==> config.mk <==
export PLATFORM = sky130hd
export DESIGN_NAME = ssp_param
export DESIGN_NICKNAME = d
export VERILOG_FILES = /design/src/rtl/ssp_param.sv
export SDC_FILE = /design/constraint.sdc
export NUM_CORES = 1
export LEC_CHECK = 0
export BUFFER_PORTS_ARGS = -buffer_cell sky130_fd_sc_hd__buf_2
export CELL_PAD_IN_SITES_DETAIL_PLACEMENT = 1
export CELL_PAD_IN_SITES_GLOBAL_PLACEMENT = 2
export CORE_UTILIZATION = 42
export CTS_CLUSTER_DIAMETER = 50
export DETAILED_ROUTE_END_ITERATION = 6
export PLACE_DENSITY_LB_ADDON = 0.1
export SLEW_MARGIN = 20
export SYNTH_ARGS = -nofsm -noshare
export SYNTH_HDL_FRONTEND = slang
export SYNTH_SLANG_ARGS = --single-unit
==> constraint.sdc <==
create_clock -name PCLK -period 3.11 [get_ports PCLK]
set_clock_uncertainty 0.1 [all_clocks]
set_input_delay 0.622 -clock PCLK [delete_from_list [all_inputs] [get_ports PCLK]]
set_output_delay 0.622 -clock PCLK [all_outputs]
set_load 0.03 [all_outputs]
==> src/rtl/ssp_param.sv <==
// Parametrised synchronous serial port: APB-style register slave, TI-style
// frame-synchronised serial transmitter (master) and receiver (slave).

module ssp_param_fifo #(
    parameter int WIDTH = 8,
    parameter int DEPTH = 4
) (
    input  logic             clk,
    input  logic             srst,
    input  logic             i_push,
    input  logic [WIDTH-1:0] i_data,
    input  logic             i_pop,
    output logic [WIDTH-1:0] o_data,
    output logic             o_empty,
    output logic             o_full
);
    localparam int AW = $clog2(DEPTH);
    localparam int CW = AW + 1;

    logic [WIDTH-1:0] r_mem [DEPTH];
    logic [AW-1:0]    r_wptr;
    logic [AW-1:0]    r_rptr;
    logic [CW-1:0]    r_count;
    logic             w_pop;
    logic             w_push;

    assign o_empty = (r_count == CW'(0));
    assign o_full  = (r_count == CW'(DEPTH));
    assign o_data  = r_mem[r_rptr];
    assign w_pop   = i_pop && !o_empty;
    // A full FIFO still accepts a push when the same cycle pops.
    assign w_push  = i_push && (!o_full || w_pop);

    // Storage write port
    always_ff @(posedge clk) begin
        if (w_push) begin
            r_mem[r_wptr] <= i_data;
        end
    end

    // Pointers and occupancy
    always_ff @(posedge clk) begin
        if (srst) begin
            r_wptr  <= AW'(0);
            r_rptr  <= AW'(0);
            r_count <= CW'(0);
        end else begin
            if (w_push) begin
                r_wptr <= r_wptr + AW'(1);
            end
            if (w_pop) begin
                r_rptr <= r_rptr + AW'(1);
            end
            case ({w_push, w_pop})
                2'b10:   r_count <= r_count + CW'(1);
                2'b01:   r_count <= r_count - CW'(1);
                default: r_count <= r_count;
            endcase
        end
    end
endmodule

module ssp_param #(
    parameter int WORD_SIZE = 8,
    parameter int DEPTH     = 4,
    parameter int DIV_W     = 8
) (
    input  logic                 PCLK,
    input  logic                 CLEAR,
    input  logic                 PSEL,
    input  logic                 PWRITE,
    input  logic [1:0]           PADDR,
    input  logic [WORD_SIZE-1:0] PWDATA,
    output logic [WORD_SIZE-1:0] PRDATA,
    input  logic                 SSPCLKIN,
    input  logic                 SSPFSSIN,
    input  logic                 SSPRXD,
    output logic                 SSPOE_B,
    output logic                 SSPTXD,
    output logic                 SSPCLKOUT,
    output logic                 SSPFSSOUT,
    output logic                 SSPTXINTR,
    output logic                 SSPRXINTR
);
    localparam int BW = $clog2(WORD_SIZE);
    localparam int SW = (WORD_SIZE > 6) ? WORD_SIZE : 6;

    typedef enum logic [1:0] {TX_IDLE, TX_SYNC, TX_DATA} tx_state_t;
    typedef enum logic [1:0] {RX_IDLE, RX_SHIFT, RX_PUSH} rx_state_t;

    logic                 r_en;
    logic                 r_loop;
    logic [DIV_W-1:0]     r_clkdiv;
    logic [DIV_W-1:0]     r_div_cnt;
    logic                 r_sclk;
    logic                 r_overrun;
    logic [WORD_SIZE-1:0] r_prdata;
    logic                 r_txintr;
    logic                 r_rxintr;

    tx_state_t            r_tx_state;
    logic [BW-1:0]        r_tx_bit;
    logic [WORD_SIZE-1:0] r_tx_shift;
    logic                 r_tx_chain;
    logic                 r_fss;
    logic                 r_oe_b;
    logic                 r_txd;

    logic [1:0]           r_sync_clk;
    logic [1:0]           r_sync_fss;
    logic [1:0]           r_sync_dat;
    logic                 r_src_clk_d;
    rx_state_t            r_rx_state;
    logic [BW-1:0]        r_rx_cnt;
    logic [WORD_SIZE-1:0] r_rx_shift;
    logic                 r_rx_fss_last;

    logic                 w_wr;
    logic                 w_rd;
    logic                 w_stat_rd;
    logic                 w_tx_push;
    logic                 w_tx_pop;
    logic                 w_tx_empty;
    logic                 w_tx_full;
    logic [WORD_SIZE-1:0] w_tx_head;
    logic                 w_rx_push;
    logic                 w_rx_pop;
    logic                 w_rx_pop_ok;
    logic                 w_rx_drop;
    logic                 w_rx_empty;
    logic                 w_rx_full;
    logic [WORD_SIZE-1:0] w_rx_head;
    logic                 w_div_hit;
    logic                 w_sclk_rise;
    logic                 w_src_clk;
    logic                 w_src_fss;
    logic                 w_src_data;
    logic                 w_src_fall;
    logic                 w_busy;
    logic [SW-1:0]        w_status_ext;
    logic [WORD_SIZE-1:0] w_status;
    logic [WORD_SIZE-1:0] w_rd_data;

    assign w_wr      = PSEL && PWRITE;
    assign w_rd      = PSEL && !PWRITE;
    assign w_stat_rd = w_rd && (PADDR == 2'd3);
    assign w_tx_push = w_wr && (PADDR == 2'd0);
    assign w_rx_pop  = w_rd && (PADDR == 2'd0);

    assign w_div_hit   = (r_div_cnt >= r_clkdiv);
    assign w_sclk_rise = r_en && w_div_hit && !r_sclk;
    // Words leave the TX FIFO at frame start, or while the last bit goes out.
    assign w_tx_pop    = w_sclk_rise && !w_tx_empty &&
                         ((r_tx_state == TX_IDLE) ||
                          ((r_tx_state == TX_DATA) && (r_tx_bit == BW'(1))));

    assign w_src_clk   = r_loop ? r_sclk : r_sync_clk[1];
    assign w_src_fss   = r_loop ? r_fss  : r_sync_fss[1];
    assign w_src_data  = r_loop ? r_txd  : r_sync_dat[1];
    assign w_src_fall  = r_src_clk_d && !w_src_clk;

    assign w_rx_push   = (r_rx_state == RX_PUSH);
    assign w_rx_pop_ok = w_rx_pop && !w_rx_empty;
    assign w_rx_drop   = w_rx_push && w_rx_full && !w_rx_pop_ok;

    assign w_busy       = (r_tx_state != TX_IDLE);
    assign w_status_ext = SW'({r_overrun, w_busy, w_rx_full, w_rx_empty, w_tx_full, w_tx_empty});
    assign w_status     = w_status_ext[WORD_SIZE-1:0];

    ssp_param_fifo #(.WIDTH(WORD_SIZE), .DEPTH(DEPTH)) u_tx_fifo (
        .clk     (PCLK),
        .srst    (CLEAR),
        .i_push  (w_tx_push),
        .i_data  (PWDATA),
        .i_pop   (w_tx_pop),
        .o_data  (w_tx_head),
        .o_empty (w_tx_empty),
        .o_full  (w_tx_full)
    );

    ssp_param_fifo #(.WIDTH(WORD_SIZE), .DEPTH(DEPTH)) u_rx_fifo (
        .clk     (PCLK),
        .srst    (CLEAR),
        .i_push  (w_rx_push),
        .i_data  (r_rx_shift),
        .i_pop   (w_rx_pop),
        .o_data  (w_rx_head),
        .o_empty (w_rx_empty),
        .o_full  (w_rx_full)
    );

    // Register read multiplexer
    always_comb begin
        w_rd_data = '0;
        case (PADDR)
            2'd0:    w_rd_data = w_rx_empty ? '0 : w_rx_head;
            2'd1:    w_rd_data = WORD_SIZE'({r_loop, r_en});
            2'd2:    w_rd_data = WORD_SIZE'(r_clkdiv);
            2'd3:    w_rd_data = w_status;
            default: w_rd_data = '0;
        endcase
    end

    // Control registers, read data and sticky overrun
    always_ff @(posedge PCLK) begin
        if (CLEAR) begin
            r_en      <= 1'b0;
            r_loop    <= 1'b0;
            r_clkdiv  <= DIV_W'(0);
            r_prdata  <= '0;
            r_overrun <= 1'b0;
            r_txintr  <= 1'b0;
            r_rxintr  <= 1'b0;
        end else begin
            if (w_wr && (PADDR == 2'd1)) begin
                r_en   <= PWDATA[0];
                r_loop <= PWDATA[1];
            end
            if (w_wr && (PADDR == 2'd2)) begin
                r_clkdiv <= PWDATA[DIV_W-1:0];
            end
            if (w_rd) begin
                r_prdata <= w_rd_data;
            end
            // A drop in the same cycle as a STATUS read must not be lost.
            if (w_rx_drop) begin
                r_overrun <= 1'b1;
            end else if (w_stat_rd) begin
                r_overrun <= 1'b0;
            end
            r_txintr <= w_tx_full;
            r_rxintr <= w_rx_full;
        end
    end

    // Serial clock divider
    always_ff @(posedge PCLK) begin
        if (CLEAR || !r_en) begin
            r_div_cnt <= DIV_W'(0);
            r_sclk    <= 1'b0;
        end else if (w_div_hit) begin
            r_div_cnt <= DIV_W'(0);
            r_sclk    <= !r_sclk;
        end else begin
            r_div_cnt <= r_div_cnt + DIV_W'(1);
        end
    end

    // Transmit FSM, advancing on serial clock rising edges
    always_ff @(posedge PCLK) begin
        if (CLEAR || !r_en) begin
            r_tx_state <= TX_IDLE;
            r_tx_bit   <= BW'(0);
            r_tx_shift <= '0;
            r_tx_chain <= 1'b0;
            r_fss      <= 1'b0;
            r_oe_b     <= 1'b1;
            r_txd      <= 1'b0;
        end else if (w_sclk_rise) begin
            case (r_tx_state)
                TX_IDLE: begin
                    if (w_tx_pop) begin
                        r_tx_shift <= w_tx_head;
                        r_tx_state <= TX_SYNC;
                        r_fss      <= 1'b1;
                    end
                end
                TX_SYNC: begin
                    r_tx_state <= TX_DATA;
                    r_tx_bit   <= BW'(WORD_SIZE - 1);
                    r_oe_b     <= 1'b0;
                    r_txd      <= r_tx_shift[WORD_SIZE-1];
                    r_fss      <= 1'b0;
                end
                TX_DATA: begin
                    if (r_tx_bit == BW'(1)) begin
                        // Bit 0 is latched into r_txd, so the shifter is free for the next word.
                        r_tx_bit <= BW'(0);
                        r_txd    <= r_tx_shift[0];
                        if (w_tx_pop) begin
                            r_tx_shift <= w_tx_head;
                            r_fss      <= 1'b1;
                            r_tx_chain <= 1'b1;
                        end
                    end else if (r_tx_bit == BW'(0)) begin
                        r_fss <= 1'b0;
                        if (r_tx_chain) begin
                            r_tx_chain <= 1'b0;
                            r_tx_bit   <= BW'(WORD_SIZE - 1);
                            r_txd      <= r_tx_shift[WORD_SIZE-1];
                        end else begin
                            r_tx_state <= TX_IDLE;
                            r_oe_b     <= 1'b1;
                            r_txd      <= 1'b0;
                        end
                    end else begin
                        r_tx_bit <= r_tx_bit - BW'(1);
                        r_txd    <= r_tx_shift[r_tx_bit - BW'(1)];
                    end
                end
                default: begin
                    r_tx_state <= TX_IDLE;
                    r_oe_b     <= 1'b1;
                    r_txd      <= 1'b0;
                    r_fss      <= 1'b0;
                end
            endcase
        end
    end

    // External receive synchronisers and source clock edge history
    always_ff @(posedge PCLK) begin
        if (CLEAR) begin
            r_sync_clk  <= 2'b00;
            r_sync_fss  <= 2'b00;
            r_sync_dat  <= 2'b00;
            r_src_clk_d <= 1'b0;
        end else begin
            r_sync_clk  <= {r_sync_clk[0], SSPCLKIN};
            r_sync_fss  <= {r_sync_fss[0], SSPFSSIN};
            r_sync_dat  <= {r_sync_dat[0], SSPRXD};
            r_src_clk_d <= w_src_clk;
        end
    end

    // Receive FSM, sampling on source clock falling edges
    always_ff @(posedge PCLK) begin
        if (CLEAR) begin
            r_rx_state    <= RX_IDLE;
            r_rx_cnt      <= BW'(0);
            r_rx_shift    <= '0;
            r_rx_fss_last <= 1'b0;
        end else begin
            case (r_rx_state)
                RX_IDLE: begin
                    if (w_src_fall && w_src_fss) begin
                        r_rx_state <= RX_SHIFT;
                        r_rx_cnt   <= BW'(0);
                    end
                end
                RX_SHIFT: begin
                    if (w_src_fall) begin
                        r_rx_shift <= {r_rx_shift[WORD_SIZE-2:0], w_src_data};
                        if (r_rx_cnt == BW'(WORD_SIZE - 1)) begin
                            r_rx_state    <= RX_PUSH;
                            r_rx_fss_last <= w_src_fss;
                        end else begin
                            r_rx_cnt <= r_rx_cnt + BW'(1);
                        end
                    end
                end
                RX_PUSH: begin
                    r_rx_cnt   <= BW'(0);
                    r_rx_state <= r_rx_fss_last ? RX_SHIFT : RX_IDLE;
                end
                default: begin
                    r_rx_state <= RX_IDLE;
                end
            endcase
        end
    end

    assign PRDATA    = r_prdata;
    assign SSPOE_B   = r_oe_b;
    assign SSPTXD    = r_txd;
    assign SSPCLKOUT = r_sclk;
    assign SSPFSSOUT = r_fss;
    assign SSPTXINTR = r_txintr;
    assign SSPRXINTR = r_rxintr;
endmodule

Word-level counts from Yosys, hierarchy flattened
Memory sizes are Yosys's and may differ from the RTL's. A register that Yosys moved wholly into a read port is not among the register bits.
Cells that the tools add are included.
- register bits: 82
- memory bits (writable): 64
- input port bits: 17
- word-level logic and storage cells: 186
- memories: 2
- memories (memory ; depth ; width ; rd ports ; clocked after memory_dff ; write ports ; line ; RTL):
    u_rx_fifo.r_mem ; 4 ; 8 ; 1 ; 1 ; 1 ; 20 ; logic [WIDTH-1:0] r_mem [DEPTH];
    u_tx_fifo.r_mem ; 4 ; 8 ; 1 ; 1 ; 1 ; 20 ;
- add/subtract/negate cells: 11
- magnitude comparators: 2
- equality and inequality tests: 27
- muxes and demuxes: 54
- bitwise logic cells: 1
- reductions and logical operators: 59
- operator list (operator ; count):
    $pmux 8 s4 ; 1
    $mux 8 ; 3
    $mux 1 ; 22
    $mux 2 ; 11
    $logic_and 1x1->1 ; 20
    $mux 3 ; 6
    $pmux 3 s2 ; 3
    $pmux 8 s2 ; 1
    $reduce_bool 2->1 ; 7
    $eq 2x2->1 const B ; 6
    $ne 2x2->1 const B ; 6
    $pmux 2 s3 ; 2
    $reduce_and 3->1 ; 4
    $eq 2x1->1 const B ; 5
    $reduce_and 5->1 ; 2
    $add 3x1->3 const B ; 3
    $eq 3x3->1 const B ; 3
    $logic_not 1->1 ; 9
    $logic_not 3->1 ; 3
    $pmux 3 s3 ; 1
    $sub 3x1->3 const B ; 3
    $add 2x1->2 const B ; 4
    $add 8x1->8 const B ; 1
    $ge 8x8->1 ; 1
    other kinds (15) ; 27

Depth between registers and ports, before layout
Gate-level depths: netlist of the first run.
- depth after elaboration: 10
- depth in mapped cells: 14
- depth with buffers taken out: 13

By module
Synthesis of the first run repeated with hierarchy kept, for this count alone.
- cells, all modules: 606
- area total of the unflattened synthesis: 6787.8 sq um
- by module, submodules not included (module ; instances ; cells each ; area each (sq um) ; sequential area each (sq um)):
    ssp_param ; 1 ; 409 ; 3450.8 ; 1361.3
    ssp_param_fifo (u_rx_fifo) ; 1 ; 101 ; 1691.6 ; 1141.1
    ssp_param_fifo (u_tx_fifo) ; 1 ; 96 ; 1645.3 ; 1141.1

Worst setup path before layout of the first run
Ideal clock, no wire load.
- kind: register -> register
- start point: register r_div_cnt[0]
- end point: register u_tx_fifo.r_count[2]
- library setup time: 0.070 ns
- arrival: 2.678 ns
- required time: 2.940 ns
- path slack: 0.261 ns
- stages on the path, launching flop included: 14
- period minus slack after synthesis: 2.849 ns
- cells stage by stage: dfxtp_1 -> inv_1 -> ha_1 -> nand2b_1 -> a2111o_1 -> nand3_1 -> nand2_1 -> inv_2 -> ha_1 -> inv_1 -> fa_1 -> xor2_1 -> or3_1 -> a21oi_1
- longest elaborated chain between the ends: 10
- elaborated cells on any way between the ends: 12
- those cells by class: order compare (1); eq/ne (2); mux (1); reduce/logical (8)
- RTL lines (what ; line ; RTL):
    start: declaration ; 94 ; logic [DIV_W-1:0] r_div_cnt;
    start signal: assignment ; 245 ; r_div_cnt <= r_div_cnt + DIV_W'(1);
    $ge 8x8->1 (*) ; 150 ; assign w_div_hit = (r_div_cnt >= r_clkdiv);
    $logic_and 1x1->1 (*) (2 in series) ; 151 ; assign w_sclk_rise = r_en && w_div_hit && !r_sclk;
    $logic_and 1x1->1 (*) (2 in series) ; 153 ; assign w_tx_pop = w_sclk_rise && !w_tx_empty &&
    $logic_and 1x1->1 (*) ; 30 ; assign w_pop = i_pop && !o_empty;
    $logic_or 1x1->1 ; 32 ; assign w_push = i_push && (!o_full || w_pop);
    $logic_and 1x1->1 ; 32 ;
    $eq 2x1->1 or $eq 2x2->1 (tied branches) ; 54 ; case ({w_push, w_pop})
    $pmux 3 s2 or $reduce_bool 2->1 (tied branches) ; -- ;
    end signal: assignment ; 55 ; 2'b10: r_count <= r_count + CW'(1);
    end signal: assignment ; 56 ; 2'b01: r_count <= r_count - CW'(1);
    end signal: assignment ; 57 ; default: r_count <= r_count;
    end: declaration ; 23 ; logic [CW-1:0] r_count;
Mark *: on every way between the ends. The rest lies on a longest branch, timed or not.
A chain may end at the register's enable or synchronous reset.

Worst setup path in the final report of the first run
Ends and elaborated chain as after synthesis.

==> flow_summary.json, run 1 <==
{
  "ys.flop_type": "dfxtp_1",
  "synth_area_leaders": "edfxtp_1 29%, dfxtp_1 26%, mux4_2 6.1%, ha_1 5.3%, nand2_1 3.2%",
  "num_io_pins": 31,
  "p_per_area_nw_per_um2": 559,
  "syn_area_per_cell_sq_um": 11.5,
  "drt_iter0_drc": 203,
  "die-area_sq_um": 16200,
  "syn_area_sq_um": 6600,
  "reg2reg_from": "r_div_cnt[0]",
  "arrival_ns": 3.18,
  "swShare": 0.219,
  "hold_path_class": "in -> reg",
  "r2r_slack_ns": 0.19,
  "netlist-cell-type-count": 65,
  "drv_slew": 0,
  "layout_min_cycle_time_ns": 2.92,
  "vias_per_cell": 5.36,
  "timing.slew.headroom": 0.458,
  "final_area_sq_um": 7690,
  "start_util": 0.433,
  "clk_latency_ns": 0.43,
  "synthCells": 574,
  "r2r_end": "u_tx_fifo.r_count[2]",
  "drive_above_1_share": 0.194,
  "cts_root_buffer": "clkbuf_16",
  "end_kind": "flop",
  "reg2regPathDepth": 13,
  "gp_congestion": 0.770,
  "worstPathRequired_ns": 3.37,
  "dpl.hpwl_microns": 11400,
  "place_ws_ns": 0.126,
  "power_frac_seq": 0.481,
  "grt_max_degree": 38,
  "synth_top_area_share": 0.291,
  "hold_depth": 2,
  "ant_nets": 0,
  "worst_pin_slew_ns": 0.807,
  "cap_violations": 0,
  "synth_common_cells": "86 x dfxtp_1, 64 x edfxtp_1, 56 x nand2_1",
  "worstHoldEndpoint": "r_sync_fss[0]",
  "cp_common_cell": "inv_1",
  "dieWidth_microns": 127,
  "n_antenna_cell": 0,
  "holdWs_ns": 0.300,
  "ir_worst_vdd_v": 0.000411,
  "fin_crit_sh": 0.940,
  "cts_tree": "built",
  "grt_pass1_wl_microns": 25800,
  "syn_nets": 621,
  "pwr-share-comb": 0.037,
  "worst_path_max_delay_cell": "a2111o_1",
  "die_h_microns": 127,
  "coreArea_sq_um": 15300,
  "antenna_found_initial": 0,
  "syn_to_final_growth_pct": 16.5,
  "route.detailed.drc": 0,
  "routedWlPerCell_microns": 18.7,
  "grt-ovfl-total": 0,
  "track_usage": 0.213,
  "grt_pass1_vias": 4746,
  "ys_seq_area_frac": 0.552,
  "synthArstFlopShare": 0,
  "vias": 4521,
  "path_clk_slew_ns": 0.06,
  "synth_largest_area_cell": "edfxtp_1",
  "holdCritStartpoint": "SSPFSSIN",
  "io_buffers": 30,
  "ys_ff_latch": 150,
  "cts_sinks": 150,
  "synth_most_common_cell": "dfxtp_1",
  "clockPowerShare": 0.483,
  "htreeDepth": 4,
  "internal_power_uw": 3360,
  "cts-buffers-inserted": 17,
  "placed_area_sq_um": 7060,
  "fin_util": 0.504,
  "synth_edf_count": 64,
  "crit_type": "reg -> reg",
  "p_leak_uw": 0.00267,
  "yosysWarnings": 0,
  "tns_ns": 0,
  "status": "finished, final reports clean",
  "hold_violations": 0,
  "num_rows": 45,
  "critPathLaunchType": "flop",
  "cp_slowest_stage_delay_ns": 0.47,
  "finalSetupViolCount": 0,
  "ctsHoldBuffers": 0,
  "crit_path_max_fanout": 5,
  "fmax_mhz": 342,
  "firstDrtPassIters": 4,
  "worst_slack_ns": 0.187,
  "cts_buffer_depth": 2,
  "switchingPower_uw": 940,
  "fin_nets": 667,
  "crit_chain": "inv_1 -> ha_1 -> nand2b_1 -> a2111o_1 -> nand3_1 -> nand2_1 -> inv_2 -> ha_2 -> inv_1 -> fa_1 -> xor2_1 -> or3_1 -> a21oi_1",
  "wl_microns": 15800
}
## how the worst max path moves through the flow
stage	from	end	slack [ns]	depth (start not counted)
3_3_place_gp	r_div_cnt[0]	u_tx_fifo.r_count[2]	0.20	13
6_report	r_div_cnt[0]	u_tx_fifo.r_count[2]	0.19	13
4_1_cts	r_div_cnt[0]	u_tx_fifo.r_count[2]	0.09	13
2_1_floorplan	r_div_cnt[0]	u_tx_fifo.r_count[2]	0.26	13
5_1_grt	r_clkdiv[7]	u_tx_fifo.r_count[2]	-0.003	12
3_5_place_dp	r_div_cnt[0]	u_tx_fifo.r_count[2]	0.13	13
## through the flow
step	cells	total power, uW
floorplan	574	2200
global placement	810	2260
detailed placement	810	2260
CTS	842	4320
global route	844	4420
finish	844	4300
## sequential cells by signal (all words and copies together) (netlist names), 2 cells and up, named ones only
name and cells:
PRDATA 8, r_clkdiv 8, r_div_cnt 8, r_rx_cnt 3, r_rx_shift 8, r_rx_state 2
r_sync_clk 2, r_sync_dat 2, r_sync_fss 2, r_tx_bit 3, r_tx_shift 8, r_tx_state 2
u_rx_fifo.r_count 3, u_rx_fifo.r_mem 32, u_rx_fifo.r_rptr 2, u_rx_fifo.r_wptr 2, u_tx_fifo.r_count 3, u_tx_fifo.r_mem 32
u_tx_fifo.r_rptr 2, u_tx_fifo.r_wptr 2
## worst max-delay path: cells and delay by family (launching register included)
family,cells,cell delay [ns]
adder cells (fa/ha/maj),3,0.80
flip-flops,1,0.36
XOR/XNOR,1,0.16
buffers and inverters,3,0.17
AND/OR/NAND/NOR,4,0.66
AO/OA/AOI/OAI,2,0.60
## cells by family after synthesis
logic type | share of synthesized area
and+or+nand+nor | 0.137
buffers and inverters | 0.0335
xor gates and xnor gates | 0.0199
adders and majority gates | 0.0591
DFF | 0.552
AOI/OAI and AO/OA | 0.117
muxes | 0.0813
## power groups by stage
| stage | Clock (uW) | Sequential, uW | Combinational (uW) |
|---|---|---|---|
| global route | 2180 | 2070 | 173 |
| detailed placement | 0 | 2110 | 153 |
| floorplan | 0 | 2120 | 86.1 |
| finish | 2080 | 2070 | 157 |
| CTS | 2100 | 2070 | 153 |
| global placement | 0 | 2110 | 150 |
## layer usage
layer  GRT usage  up-vias  share of wire
met5           0        -              0
met4      0.0686        0          0.012
met3      0.0389       14          0.033
met2       0.353       62           0.49
met1       0.282     2255           0.46
li1            -     2190              -
## cell type report
cell class              instances  area [sq um]
clock buffers                  21           472
clock inverters                11           121
fillers                      1617          7560
inverters                      27           101
multi-input cells             370          2760
flip-flops and latches        150          3640
well taps                     211           264
repair buffers                 54           330
## layout by cell type (no fill, tap or decap), types with 17 or more instances in the layout
cell / instances
clkbuf_16: 18
ha_1: 26
dfxtp_1: 85
buf_2: 30
nand2_1: 56
edfxtp_1: 64
nor2b_1: 17
mux4_2: 18
buf_4: 24
nor2_1: 47
inv_1: 26
a21oi_1: 35
## repair_timing
item	4_1_cts	5_1_grt
endpoints found under the setup margin	0	1
endpoints found under the hold margin	0	0
resized for setup	0	6
setup buffers	0	2
Power figures use the tool's default switching activity.
==> run 2: changes to the inputs <==
--- a/config.mk
+++ b/config.mk
@@ -11,6 +11,7 @@
 export CORE_UTILIZATION = 42
 export CTS_CLUSTER_DIAMETER = 50
 export DETAILED_ROUTE_END_ITERATION = 6
+export MAX_ROUTING_LAYER = met4
 export PLACE_DENSITY_LB_ADDON = 0.1
 export SLEW_MARGIN = 20
 export SYNTH_ARGS = -nofsm -noshare
==> run 2 against run 1 <==
Against the previous run: count of clock-buffer cells in the layout unchanged; maximum frequency down 0.14%; combinational power is essentially flat; power about the same; non-clock buffer count stayed put; die area is the same; sequential power about the same; critical path depth is the same; first-iteration DRC count rose by 10%; global-route usage rose by 0.66 points; largest cell class unchanged.
==> flow_summary.json, run 2 (synthesis gave the netlist of run 1 again) <==
{
  "path_clk_slew_ns": 0.06,
  "final_cell_mix": "85 x dfxtp_1, 64 x edfxtp_1, 56 x nand2_1",
  "antenna_found_initial": 0,
  "grt-ovfl-total": 0,
  "drive_above_1_share": 0.194,
  "gp_congestion": 0.780,
  "clk_latency_ns": 0.43,
  "final_area_sq_um": 7690,
  "finalSetupViolCount": 0,
  "cts_root_buffer": "clkbuf_16",
  "num_rows": 45,
  "r2r_end": "u_tx_fifo.r_count[2]",
  "worstHoldEndpoint": "r_sync_fss[0]",
  "start_util": 0.433,
  "placed_area_sq_um": 7060,
  "end_kind": "flop",
  "n_antenna_cell": 0,
  "layout_min_cycle_time_ns": 2.93,
  "dpl.hpwl_microns": 11400,
  "drv_slew": 0,
  "holdCritStartpoint": "SSPFSSIN",
  "htreeDepth": 4,
  "coreArea_sq_um": 15300,
  "drt_iter0_drc": 224,
  "cap_violations": 0,
  "fill_cells": 1617,
  "route.detailed.drc": 0,
  "ir_worst_vdd_v": 0.000406,
  "hold_violations": 0,
  "grt_pass1_vias": 4729,
  "wl_microns": 15800,
  "io_buffers": 30,
  "cp-startpoint": "r_div_cnt[0]",
  "dieWidth_microns": 127,
  "die_h_microns": 127,
  "ant_nets": 0,
  "status": "finished, final reports clean",
  "fin_nets": 667,
  "final_common_cell": "dfxtp_1",
  "p_leak_uw": 0.00267,
  "ctsHoldBuffers": 0,
  "p_per_area_nw_per_um2": 559,
  "crit_path_max_fanout": 5,
  "grt_pass1_wl_microns": 25800,
  "vias": 4512,
  "hold_path_class": "in -> reg",
  "grt_max_degree": 38,
  "timing.slew.headroom": 0.458,
  "routedWlPerCell_microns": 18.7,
  "num_io_pins": 31,
  "vias_per_cell": 5.35,
  "multi_input_area_sq_um": 2760,
  "cts_buffer_depth": 2,
  "crit_type": "reg -> reg",
  "firstDrtPassIters": 4,
  "holdWs_ns": 0.304,
  "die-area_sq_um": 16200,
  "track_usage": 0.219,
  "cts-buffers-inserted": 17,
  "reg2reg_from": "r_div_cnt[0]",
  "fin_crit_sh": 0.941,
  "reg2regPathDepth": 13,
  "r2r_slack_ns": 0.18,
  "cts_sinks": 150,
  "worstPathRequired_ns": 3.36,
  "cts_tree": "built",
  "largestRegisters": "u_rx_fifo.r_mem (32), u_tx_fifo.r_mem (32)",
  "fmax_mhz": 342,
  "hold_depth": 2,
  "worst_pin_slew_ns": 0.807,
  "arrival_ns": 3.18,
  "critPathLaunchType": "flop",
  "syn_to_final_growth_pct": 16.5,
  "regArea_sq_um": 3640
}
run 2: cell counts in the layout (fill, tap and decap cells not counted):
Identical to the previous run, type by type.
run 2: cell type report:
class                   count  area share
multi-input cells         370       0.359
repair buffers             54      0.0429
well taps                 211      0.0343
inverters                  27      0.0132
flip-flops and latches    150       0.474
clock buffers              21      0.0613
clock inverters            11      0.0158
run 2: routing by layer:
metal,vias up,routed length (microns),global-route usage
li1,2190,-,-
met1,2259,7460,0.280
met2,50,7780,0.355
met3,13,387,0.0415
met4,0,162,0.0665
met5,-,0,-
run 2: how the worst max path moves through the flow:
stage | endpoint | slack, ns | cells after the start
global placement | u_tx_fifo.r_count[2] | 0.20 | 13
floorplan | u_tx_fifo.r_count[2] | 0.26 | 13
finish | u_tx_fifo.r_count[2] | 0.18 | 13
global route | u_tx_fifo.r_count[2] | -0.003 | 12
detailed placement | u_tx_fifo.r_count[2] | 0.13 | 13
CTS | u_tx_fifo.r_count[2] | 0.09 | 13
run 2: through the flow:
step	worst slack (ns)	setup TNS, ns	util	cells	power (uW)
after detailed placement	0.126	0	0.463	810	2260
after CTS	0.0939	0	0.502	842	4320
after global routing	-0.00263	-0.00263	0.504	844	4420
after global placement	0.197	0	0.463	810	2260
final	0.183	0	0.504	844	4300
after floorplan	0.261	0	-	574	2200
run 2: where the power goes:
group,internal [uW],switching (uW),total [uW]
registers,2060,9.30,2070
clock network,1250,824,2070
logic,51.3,105,157
total,3360,938,4300
run 2: worst max-delay path, stage by stage, from the launching register on:
cell	delay, ns
dfxtp_2	0.36
inv_1	0.05
ha_1	0.25
nand2b_1	0.14
a2111o_1	0.47
nand3_1	0.12
nand2_1	0.10
inv_2	0.07
ha_2	0.18
inv_1	0.05
fa_1	0.37
xor2_1	0.17
or3_1	0.31
a21oi_1	0.13
run 2: timing repair:
| item | in CTS | in global routing |
|---|---|---|
| hold endpoints to repair | 0 | 0 |
| endpoints found under the setup margin | 0 | 1 |
| buffers inserted | 0 | 2 |
| gates resized for setup | 0 | 6 |
